### config.mk
export PLATFORM = sky130hd
export DESIGN_NAME = alu_arbiter_flat
export DESIGN_NICKNAME = d
export VERILOG_FILES = /design/src/rtl/alu_arbiter_if.sv /design/src/rtl/alu_arbiter.sv /design/src/flat_wrapper.sv
export SDC_FILE = /design/constraint.sdc
export NUM_CORES = 1
export LEC_CHECK = 0
export CAP_MARGIN = 20
export CORE_MARGIN = 10
export CORE_UTILIZATION = 35
export DETAILED_ROUTE_END_ITERATION = 8
export PLACE_DENSITY = 0.75
export SYNTH_ARGS = -nofsm -noshare
export SYNTH_HDL_FRONTEND = slang
export SYNTH_SLANG_ARGS = --single-unit
### constraint.sdc
create_clock -name i_clk -period 2.8 [get_ports i_clk]
set_clock_uncertainty 0.15 [all_clocks]
set_input_delay 0.56 -clock i_clk [delete_from_list [all_inputs] [get_ports i_clk]]
set_output_delay 0.56 -clock i_clk [all_outputs]
set_load 0.02 [all_outputs]
### src/rtl/alu_arbiter_if.sv
// Client/ALU bus of alu_arbiter. The arbiter takes the slave modport; requesters
// and the pipeline_alu wrapper sit on the master side.
`ifndef WORD
`define WORD 8
`endif
`ifndef OP_WIDTH
`define OP_WIDTH 4
`endif

interface alu_arbiter_if #(
  parameter int WIDTH    = `WORD,
  parameter int OP_WIDTH = `OP_WIDTH,
  parameter int NUM_REQ  = 2
);
  logic [NUM_REQ-1:0]          i_req_valid;
  logic [NUM_REQ-1:0]          o_req_ready;
  logic [NUM_REQ*WIDTH-1:0]    i_req_a;
  logic [NUM_REQ*WIDTH-1:0]    i_req_b;
  logic [NUM_REQ*OP_WIDTH-1:0] i_req_op;
  logic [WIDTH-1:0]            o_alu_a;
  logic [WIDTH-1:0]            o_alu_b;
  logic [OP_WIDTH-1:0]         o_alu_opcode;
  logic                        o_alu_valid;
  logic [WIDTH-1:0]            i_alu_result;
  logic                        i_alu_zero;
  logic                        i_alu_cf;
  logic                        i_alu_valid;
  logic [NUM_REQ-1:0]          o_rsp_valid;
  logic [WIDTH-1:0]            o_rsp_result;
  logic                        o_rsp_zero;
  logic                        o_rsp_cf;

  modport slave (
    input  i_req_valid, i_req_a, i_req_b, i_req_op,
    input  i_alu_result, i_alu_zero, i_alu_cf, i_alu_valid,
    output o_req_ready, o_alu_a, o_alu_b, o_alu_opcode, o_alu_valid,
    output o_rsp_valid, o_rsp_result, o_rsp_zero, o_rsp_cf
  );

  modport master (
    output i_req_valid, i_req_a, i_req_b, i_req_op,
    output i_alu_result, i_alu_zero, i_alu_cf, i_alu_valid,
    input  o_req_ready, o_alu_a, o_alu_b, o_alu_opcode, o_alu_valid,
    input  o_rsp_valid, o_rsp_result, o_rsp_zero, o_rsp_cf
  );
endinterface

### src/rtl/alu_arbiter.sv
// Round-robin sharing of one pipeline_alu between NUM_REQ requesters, with id tagging,
// result routing and an enable/drain FSM. Define ALU_ARB_STATS_EN to add o_grant_cnt.
`ifndef WORD
`define WORD 8
`endif
`ifndef OP_WIDTH
`define OP_WIDTH 4
`endif

module alu_arbiter #(
  parameter int WIDTH    = `WORD,
  parameter int OP_WIDTH = `OP_WIDTH,
  parameter int NUM_REQ  = 2,
  parameter int ALU_LAT  = 2
) (
  input  logic         i_clk,
  input  logic         i_rst_n,
  input  logic         i_enable,
  alu_arbiter_if.slave bus,
  output logic         o_idle,
  output logic         o_err
`ifdef ALU_ARB_STATS_EN
  ,
  output logic [NUM_REQ*16-1:0] o_grant_cnt
`endif
);
  localparam int ID_W  = $clog2(NUM_REQ);
  localparam int CNT_W = $clog2(ALU_LAT + 2);
  localparam logic [NUM_REQ-1:0] ONE_HOT0 = {{(NUM_REQ-1){1'b0}}, 1'b1};

  typedef enum logic [1:0] {
    ST_IDLE  = 2'd0,
    ST_RUN   = 2'd1,
    ST_DRAIN = 2'd2
  } state_t;

  state_t                      state_r, state_nx_s;
  logic [ID_W-1:0]             ptr_r, ptr_nx_s, cand_s, gnt_id_s;
  logic                        found_s, hs_s, rsp_hit_s;
  logic [CNT_W-1:0]            cnt_r, cnt_nx_s;
  logic [ALU_LAT:0]            tag_vld_r;
  logic [ALU_LAT:0][ID_W-1:0]  tag_id_r;
  logic                        err_r, idle_r;
  logic [WIDTH-1:0]            alu_a_r, alu_b_r, rsp_result_r;
  logic [OP_WIDTH-1:0]         alu_op_r;
  logic                        alu_valid_r, rsp_zero_r, rsp_cf_r;
  logic [NUM_REQ-1:0]          rsp_valid_r;

  // Round-robin search for the first valid requester at or above the pointer
  always_comb begin
    found_s  = 1'b0;
    gnt_id_s = '0;
    cand_s   = '0;
    for (int i = 0; i < NUM_REQ; i++) begin
      cand_s = ID_W'((int'(ptr_r) + i) % NUM_REQ);
      if (!found_s && bus.i_req_valid[cand_s]) begin
        found_s  = 1'b1;
        gnt_id_s = cand_s;
      end else begin
        found_s  = found_s;
      end
    end
  end

  assign hs_s      = found_s && (state_r == ST_RUN);
  assign ptr_nx_s  = (gnt_id_s == ID_W'(NUM_REQ - 1)) ? '0 : gnt_id_s + ID_W'(1);
  assign rsp_hit_s = bus.i_alu_valid && tag_vld_r[ALU_LAT];

  // In-flight count tracks tags in the pipe, so a lost ALU result cannot wedge a drain
  always_comb begin
    cnt_nx_s = cnt_r;
    if (hs_s && !tag_vld_r[ALU_LAT]) begin
      cnt_nx_s = cnt_r + CNT_W'(1);
    end else if (!hs_s && tag_vld_r[ALU_LAT]) begin
      cnt_nx_s = cnt_r - CNT_W'(1);
    end else begin
      cnt_nx_s = cnt_r;
    end
  end

  // Enable/drain FSM next state
  always_comb begin
    state_nx_s = state_r;
    case (state_r)
      ST_IDLE: begin
        if (i_enable) state_nx_s = ST_RUN;
        else          state_nx_s = ST_IDLE;
      end
      ST_RUN: begin
        if (!i_enable) state_nx_s = ST_DRAIN;
        else           state_nx_s = ST_RUN;
      end
      ST_DRAIN: begin
        if (i_enable)              state_nx_s = ST_RUN;
        else if (cnt_r == '0)      state_nx_s = ST_IDLE;
        else                       state_nx_s = ST_DRAIN;
      end
      default: state_nx_s = ST_IDLE;
    endcase
  end

  // Control state: FSM, pointer, counter, tag pipe, sticky error, idle flag
  always_ff @(posedge i_clk or negedge i_rst_n) begin
    if (!i_rst_n) begin
      state_r   <= ST_IDLE;
      ptr_r     <= '0;
      cnt_r     <= '0;
      tag_vld_r <= '0;
      tag_id_r  <= '0;
      err_r     <= 1'b0;
      idle_r    <= 1'b0;
    end else begin
      state_r   <= state_nx_s;
      ptr_r     <= hs_s ? ptr_nx_s : ptr_r;
      cnt_r     <= cnt_nx_s;
      tag_vld_r <= {tag_vld_r[ALU_LAT-1:0], hs_s};
      tag_id_r  <= {tag_id_r[ALU_LAT-1:0], gnt_id_s};
      err_r     <= err_r | (bus.i_alu_valid != tag_vld_r[ALU_LAT]);
      idle_r    <= (state_nx_s == ST_IDLE) && (cnt_nx_s == '0);
    end
  end

  // Registered issue to the ALU; operands hold between issues
  always_ff @(posedge i_clk or negedge i_rst_n) begin
    if (!i_rst_n) begin
      alu_valid_r <= 1'b0;
      alu_a_r     <= '0;
      alu_b_r     <= '0;
      alu_op_r    <= '0;
    end else begin
      alu_valid_r <= hs_s;
      if (hs_s) begin
        alu_a_r  <= bus.i_req_a[gnt_id_s*WIDTH +: WIDTH];
        alu_b_r  <= bus.i_req_b[gnt_id_s*WIDTH +: WIDTH];
        alu_op_r <= bus.i_req_op[gnt_id_s*OP_WIDTH +: OP_WIDTH];
      end
    end
  end

  // Registered response routed by the tag at the pipe tail
  always_ff @(posedge i_clk or negedge i_rst_n) begin
    if (!i_rst_n) begin
      rsp_valid_r  <= '0;
      rsp_result_r <= '0;
      rsp_zero_r   <= 1'b0;
      rsp_cf_r     <= 1'b0;
    end else if (rsp_hit_s) begin
      rsp_valid_r  <= ONE_HOT0 << tag_id_r[ALU_LAT];
      rsp_result_r <= bus.i_alu_result;
      rsp_zero_r   <= bus.i_alu_zero;
      rsp_cf_r     <= bus.i_alu_cf;
    end else begin
      rsp_valid_r  <= '0;
    end
  end

  assign bus.o_req_ready  = hs_s ? (ONE_HOT0 << gnt_id_s) : '0;
  assign bus.o_alu_a      = alu_a_r;
  assign bus.o_alu_b      = alu_b_r;
  assign bus.o_alu_opcode = alu_op_r;
  assign bus.o_alu_valid  = alu_valid_r;
  assign bus.o_rsp_valid  = rsp_valid_r;
  assign bus.o_rsp_result = rsp_result_r;
  assign bus.o_rsp_zero   = rsp_zero_r;
  assign bus.o_rsp_cf     = rsp_cf_r;
  assign o_idle           = idle_r;
  assign o_err            = err_r;

`ifdef ALU_ARB_STATS_EN
  logic [NUM_REQ-1:0][15:0] gcnt_r;

  // Saturating per-requester grant counters
  always_ff @(posedge i_clk or negedge i_rst_n) begin
    if (!i_rst_n) begin
      gcnt_r <= '0;
    end else begin
      for (int k = 0; k < NUM_REQ; k++) begin
        if (hs_s && (gnt_id_s == ID_W'(k)) && (gcnt_r[k] != 16'hFFFF)) begin
          gcnt_r[k] <= gcnt_r[k] + 16'd1;
        end
      end
    end
  end

  assign o_grant_cnt = gcnt_r;
`endif
endmodule
### src/flat_wrapper.sv
// flat-port wrapper written by rule: the top's interface ports become plain ports
module alu_arbiter_flat 
#(
  parameter int WIDTH    = `WORD,
  parameter int OP_WIDTH = `OP_WIDTH,
  parameter int NUM_REQ  = 2,
  parameter int ALU_LAT  = 2
)
  (i_clk, i_rst_n, i_enable, o_idle, o_err, bus_i_req_valid, bus_i_req_a, bus_i_req_b, bus_i_req_op, bus_i_alu_result, bus_i_alu_zero, bus_i_alu_cf, bus_i_alu_valid, bus_o_req_ready, bus_o_alu_a, bus_o_alu_b, bus_o_alu_opcode, bus_o_alu_valid, bus_o_rsp_valid, bus_o_rsp_result, bus_o_rsp_zero, bus_o_rsp_cf);
  alu_arbiter_if #(.WIDTH(WIDTH), .OP_WIDTH(OP_WIDTH), .NUM_REQ(NUM_REQ)) bus_i ();
  input  logic i_clk;
  input  logic i_rst_n;
  input  logic i_enable;
  output logic o_idle;
  output logic o_err;
  input wire logic [$bits(bus_i.i_req_valid)-1:0] bus_i_req_valid;
  input wire logic [$bits(bus_i.i_req_a)-1:0] bus_i_req_a;
  input wire logic [$bits(bus_i.i_req_b)-1:0] bus_i_req_b;
  input wire logic [$bits(bus_i.i_req_op)-1:0] bus_i_req_op;
  input wire logic [$bits(bus_i.i_alu_result)-1:0] bus_i_alu_result;
  input wire logic [$bits(bus_i.i_alu_zero)-1:0] bus_i_alu_zero;
  input wire logic [$bits(bus_i.i_alu_cf)-1:0] bus_i_alu_cf;
  input wire logic [$bits(bus_i.i_alu_valid)-1:0] bus_i_alu_valid;
  output wire logic [$bits(bus_i.o_req_ready)-1:0] bus_o_req_ready;
  output wire logic [$bits(bus_i.o_alu_a)-1:0] bus_o_alu_a;
  output wire logic [$bits(bus_i.o_alu_b)-1:0] bus_o_alu_b;
  output wire logic [$bits(bus_i.o_alu_opcode)-1:0] bus_o_alu_opcode;
  output wire logic [$bits(bus_i.o_alu_valid)-1:0] bus_o_alu_valid;
  output wire logic [$bits(bus_i.o_rsp_valid)-1:0] bus_o_rsp_valid;
  output wire logic [$bits(bus_i.o_rsp_result)-1:0] bus_o_rsp_result;
  output wire logic [$bits(bus_i.o_rsp_zero)-1:0] bus_o_rsp_zero;
  output wire logic [$bits(bus_i.o_rsp_cf)-1:0] bus_o_rsp_cf;
  assign bus_i.i_req_valid = bus_i_req_valid;
  assign bus_i.i_req_a = bus_i_req_a;
  assign bus_i.i_req_b = bus_i_req_b;
  assign bus_i.i_req_op = bus_i_req_op;
  assign bus_i.i_alu_result = bus_i_alu_result;
  assign bus_i.i_alu_zero = bus_i_alu_zero;
  assign bus_i.i_alu_cf = bus_i_alu_cf;
  assign bus_i.i_alu_valid = bus_i_alu_valid;
  assign bus_o_req_ready = bus_i.o_req_ready;
  assign bus_o_alu_a = bus_i.o_alu_a;
  assign bus_o_alu_b = bus_i.o_alu_b;
  assign bus_o_alu_opcode = bus_i.o_alu_opcode;
  assign bus_o_alu_valid = bus_i.o_alu_valid;
  assign bus_o_rsp_valid = bus_i.o_rsp_valid;
  assign bus_o_rsp_result = bus_i.o_rsp_result;
  assign bus_o_rsp_zero = bus_i.o_rsp_zero;
  assign bus_o_rsp_cf = bus_i.o_rsp_cf;
  alu_arbiter #(.WIDTH(WIDTH), .OP_WIDTH(OP_WIDTH), .NUM_REQ(NUM_REQ), .ALU_LAT(ALU_LAT)) u_core (.i_clk(i_clk), .i_rst_n(i_rst_n), .i_enable(i_enable), .bus(bus_i), .o_idle(o_idle), .o_err(o_err));
endmodule
==> results.md, run 1 <==
- Setup violations remaining at the end of the flow were counted as 0.
- The slowest library cell on the worst path is sky130_fd_sc_hd__clkdlybuf4s50_1.
- The sequential share of power is between 30% and 40%.
- The clock tree from TritonCTS is built.
- The floorplan has 26 rows.
- The setup slack of the critical path after layout is ~0.15 ns.
- The effective utilization at floorplan is 36.1%.
- Counting both buffers and inverters, the worst setup path holds a total of 2.
- The area of the mapped netlist is ~1800 um2.
- The type of the worst setup path is in2out.
- After the flow finishes, the layout carries non-filler instances totaling between 300 and 400.
- The initial antenna violation count is 0.
- The number of pins exceeding their max-slew limit in the final report came to 0.
- Global routing consumed, on the met1 layer, ~14% of the routing resources.
- Timing analysis after detailed placement gives a worst setup slack of 0.0152 ns.
- The first global-routing pass estimated 8470 um of wire.
- Once detailed placement completed, the half-perimeter wirelength came to between 3000 and 4000 um.
- Yosys mapped the design onto 32 distinct sky130hd cell types.
- The cell count after placement is a little under 300.
- The count of nets left with antenna violations once routing finished came out at 0.
- After layout, the design draws a total of around 2.3 mW.
- The cell type with the highest occurrence count on the critical path is sky130_fd_sc_hd__clkdlybuf4s50_1.
- The worst path uses 94.7% of the clock period.
- The number of H-tree levels is 2.
- The startpoint type of the worst setup path is an input port.
- Setup repair after global routing left no endpoint under its margin.
- The worst register-to-register path has a setup slack of a little over 1 ns.
- At the end of routability-driven placement, the weighted congestion stood at between 0.7 and 0.8.
- The tightest hold margin is between 0.15 and 0.2 ns.
- The detailed router placed between 1000 and 1500 vias in this run.
- After detailed routing, the total wire length is between 5000 and 6000 um.
- The area fraction in and, or, nand and nor cells after synthesis is about an eighth.
- The count of input and output buffers is 92.
- By area, the combinational part of the netlist is dominated by compound AO/OA/AOI/OAI gates.
- The initial detailed-routing violation count is between 60 and 70.
- The required time at the endpoint of the critical path is approximately 2.1 ns.
- The x dimension of the die is 92.3 um.
- Per report_power, the combinational group accounts for 35.9% of the total.
- The kind of cell adding the most delay to the critical path is buffers and inverters.
- The sequential standard cell area is around 1100 um2.
- The placed instances occupy a cell area of 2840 um2.
- The number of buffers added by the clock tree synthesis step is 5.
- Summed over all cells, the static leakage comes to around 1.3 nW.
- The multiplexer share of the synthesized area is 6.15%.
- The worst voltage drop across the vdd grid is between 0.0004 and 0.0005 V.
- Clock tree synthesis found a total of 45 sinks.
- The total setup buffers inserted after CTS is 0.
- For this run, the post-layout net count is between 200 and 300.
- After routing, the total negative slack on setup checks comes to 0 ns.
- The number of diodes added for antenna fixing is 0.
- The overall fraction of global-route tracks in use is around an eighth.
- Per report_power, the clock group accounts for between 20% and 30% of the total.
- With fillers left out, the area of the finished cells amounts to between 2000 and 3000 um2.
- For met3 alone, demand over resource in global routing was 5.81%.
- The adder-cell share of the synthesized area is 1.37%.
- The run finished with clean final reports.
- The routed design could run at a clock period as short as 2.65 ns.
- The mean cell area of the mapped netlist is between 10 and 15 um2.
- For this run, design rule violations remaining after detail routing come to 0.
- The utilization after layout is approximately 60%.
- Across the run, the number of max-cap violations was 0.
- The layout has around 440 filler cells.
- The multi-input combinational cells in the finished layout cover a total of approximately 650 um2.
- The total iterations of the first detailed-routing run is 4.
- The met2 global-route usage is about a fifth.
- Net switching is between 20 and 30% of the power.
- The fraction of layout cells with a size suffix above 1 is a little under an eighth.
- Relative to the synthesized area, the layout overhead comes to 62.6%.
- In this run the worst path has a maximum fanout of 4.
- The die is roughly 90 um tall.
- Data on the critical path arrives at its endpoint at roughly 1.9 ns.
- The count of endpoints failing hold in the final timing report is 0.
- The type of the worst min-delay path is in2async.
- The total number of yosys warnings is 0.
- The part of the Yosys area used for sequential elements is slightly above 60%.
- The maximum count of clock buffers along a single path is 2.
- The flip-flop and latch count after synthesis is 45.
- The switching component of the power is roughly 680 uW.
- The largest single stage delay on the critical path is 0.63 ns.
- The source-to-sink clock delay at the later pin of the worst-skew pair is about 0.30 ns.
- The cell count after synthesis is roughly 140.
- The via count of the first global-routing pass is between 1500 and 2000.
- The number of placed I/O pins is just over 90.
- The kind of end point of the critical path is an output port.
- For this run the aggregate overflow at the end of global routing stands at 0.
- The slew at the pin closest to its max-slew limit is around 0.56 ns.
- The core area is approximately 5100 um2.
- In the routed layout, each cell is associated on average with a via count of roughly 4.7.
- The fraction of synthesized cell area in xor and xnor cells is less than 1%.
- Dividing total power by cell area gives a power density of between 700 and 800 nW/um2.
- Internal power comes to between 1.5 and 2 mW.
- Clock-pin slew was measured on the worst setup and hold paths at ~0.090 ns.
- The post-synthesis compound-gate area fraction is approximately 15%.
- The number of nets in the synthesized netlist is approximately 200.
- The relative slew slack is a little over three fifths.
- The floorplan step defined a die boundary enclosing 8520 um2.
- The pin count of the biggest net entering global routing is 46.
- In this run the most used layer during global routing was met2.
- The tree is rooted in a sky130_fd_sc_hd__clkbuf_8.
- Based on the critical path, the design can be clocked at up to approximately 380 MHz.
- The routed wire length per instance is between 15 and 20 um.
- Traced cell by cell, the critical path runs through clkdlybuf4s50_1 -> nand2_1 -> nor2_1 -> clkdlybuf4s50_1.
[worst paths after layout]
check | from | endpoint | cells past startpoint
max | bus_i_req_valid[0] | bus_o_req_ready[0] | 4
min | i_rst_n | u_core.bus.o_rsp_valid[0]$_DFF_PN0_ | 2
max reg2reg | u_core.cnt_r[0]$_DFF_PN0_ | u_core.o_idle$_DFF_PN0_ | 4
min reg2reg | u_core.tag_id_r[0]$_DFF_PN0_ | u_core.tag_id_r[1]$_DFF_PN0_ | 0
max in group asynchronous | i_rst_n | u_core.bus.o_alu_a[0]$_DFFE_PN0P_ | 2
min in group i_clk | u_core.tag_id_r[0]$_DFF_PN0_ | u_core.tag_id_r[1]$_DFF_PN0_ | 0
[repair_timing]
action	in CTS	in global routing
setup endpoints to repair	0	1
hold buffers	0	0
gates resized for setup	0	1
[power by group through the flow]
stage / Sequential [mW] / Combinational, mW / Clock (mW)
2_1_floorplan: 1.03 / 0.263 / 0
3_3_place_gp: 0.886 / 0.819 / 0
3_5_place_dp: 0.889 / 0.829 / 0
4_1_cts: 0.881 / 0.834 / 0.595
5_1_grt: 0.902 / 0.885 / 0.628
6_report: 0.879 / 0.818 / 0.579
[layout make-up]
type	count	share of cell area, %
Sequential cell	45	37.8
Timing Repair Buffer	97	32.1
Multi-Input combinational cell	81	22.0
Tap cell	70	2.94
Clock buffer	5	2.31
Clock inverter	3	2.19
Inverter	5	0.631
[per-layer routing]
layer	vias to the layer above	part of all wire, %
li1	697	-
met1	687	42
met2	58	46
met3	7	9.7
met4	0	1.4
met5	-	0
[cell usage in the layout (no fill, tap or decap), types with 2 or more instances in the layout]
master,n
sky130_fd_sc_hd__inv_1,5
sky130_fd_sc_hd__mux2_2,10
sky130_fd_sc_hd__ha_1,2
sky130_fd_sc_hd__nand2_1,3
sky130_fd_sc_hd__and2_0,16
sky130_fd_sc_hd__clkdlybuf4s50_1,90
sky130_fd_sc_hd__xnor2_1,2
sky130_fd_sc_hd__nor2_1,2
sky130_fd_sc_hd__bufinv_16,2
sky130_fd_sc_hd__buf_4,5
sky130_fd_sc_hd__and2_1,6
sky130_fd_sc_hd__dfrtp_1,45
sky130_fd_sc_hd__a221o_1,20
sky130_fd_sc_hd__a21oi_1,2
sky130_fd_sc_hd__clkbuf_8,5
[Yosys cell counts]
library cell               count  area share (%)
sky130_fd_sc_hd__and2_0       16             5.5
sky130_fd_sc_hd__and2b_1       1            0.41
sky130_fd_sc_hd__a21oi_1       2            0.55
sky130_fd_sc_hd__dfrtp_1      45              62
sky130_fd_sc_hd__a31oi_1       1            0.34
sky130_fd_sc_hd__inv_1         5             1.0
sky130_fd_sc_hd__or2_2         1            0.34
sky130_fd_sc_hd__buf_2         4             1.1
sky130_fd_sc_hd__nor2_1        2            0.41
sky130_fd_sc_hd__xnor2_1       2            0.96
sky130_fd_sc_hd__nor2b_1       1            0.34
sky130_fd_sc_hd__clkbuf_1      2            0.41
sky130_fd_sc_hd__nand4_1       1            0.34
sky130_fd_sc_hd__nand2_1       3            0.62
sky130_fd_sc_hd__o22ai_1       1            0.34
sky130_fd_sc_hd__o21ai_2       1            0.48
sky130_fd_sc_hd__nor3_1        1            0.27
sky130_fd_sc_hd__a21boi_0      1            0.41
sky130_fd_sc_hd__o211ai_1      1            0.41
sky130_fd_sc_hd__and2_1        6             2.1
sky130_fd_sc_hd__nand3b_1      1            0.41
sky130_fd_sc_hd__a211o_1       1            0.48
sky130_fd_sc_hd__or4_1         1            0.41
sky130_fd_sc_hd__ha_1          2             1.4
sky130_fd_sc_hd__a221o_1      20              11
sky130_fd_sc_hd__a21boi_1      1            0.41
sky130_fd_sc_hd__or4b_1        1            0.55
sky130_fd_sc_hd__mux2_2       10             6.2
sky130_fd_sc_hd__o21ai_1       1            0.27
sky130_fd_sc_hd__o21ai_0       1            0.27
sky130_fd_sc_hd__buf_1         1            0.20
sky130_fd_sc_hd__nand2b_4      1            0.75
[flip-flops by register name, summed over array words and instances, names as in the netlist]
| register | flops |
|---|---|
| u_core.bus.o_alu_a | 8 |
| u_core.bus.o_alu_b | 8 |
| u_core.bus.o_rsp_result | 8 |
| u_core.bus.o_alu_opcode | 4 |
| u_core.tag_id_r | 3 |
| u_core.tag_vld_r | 3 |
| u_core.bus.o_rsp_valid | 2 |
| u_core.cnt_r | 2 |
| u_core.state_r | 2 |
| u_core.bus.o_rsp_cf | 1 |
| u_core.bus.o_rsp_zero | 1 |
| u_core.o_err | 1 |
| u_core.o_idle | 1 |
| u_core.ptr_r | 1 |
[worst reg2reg max path: stages, from the launching register on]
cell and delay, ns:
sky130_fd_sc_hd__dfrtp_1 0.42, sky130_fd_sc_hd__inv_1 0.08, sky130_fd_sc_hd__ha_1 0.34, sky130_fd_sc_hd__or4_1 0.53
sky130_fd_sc_hd__a31oi_1 0.19
[cell families (layout without fill, tap and decap cells)]
group / after synthesis / after routing
compound gates: 31 / 31
xor+xnor: 2 / 2
fa+ha+maj: 2 / 2
buf+inv: 12 / 110
flops: 45 / 45
mux: 10 / 10
simple gates: 36 / 36
Note: power is estimated with default switching activity, not from simulation.
==> run 2: changes to the inputs <==
--- a/config.mk
+++ b/config.mk
@@ -9,6 +9,7 @@
 export CORE_MARGIN = 10
 export CORE_UTILIZATION = 35
 export DETAILED_ROUTE_END_ITERATION = 8
+export GPL_ROUTABILITY_DRIVEN = 1
 export PLACE_DENSITY = 0.75
 export SYNTH_ARGS = -nofsm -noshare
 export SYNTH_HDL_FRONTEND = slang
==> results of run 2 <==
No change in the layout: final DEF, timing and power equal those of run 1.
==> run 3: changes to the inputs <==
--- a/config.mk
+++ b/config.mk
@@ -5,7 +5,6 @@
 export SDC_FILE = /design/constraint.sdc
 export NUM_CORES = 1
 export LEC_CHECK = 0
-export CAP_MARGIN = 20
 export CORE_MARGIN = 10
 export CORE_UTILIZATION = 35
 export DETAILED_ROUTE_END_ITERATION = 8
==> results of run 3 <==
No change in the layout: final DEF, timing and power equal those of run 1.
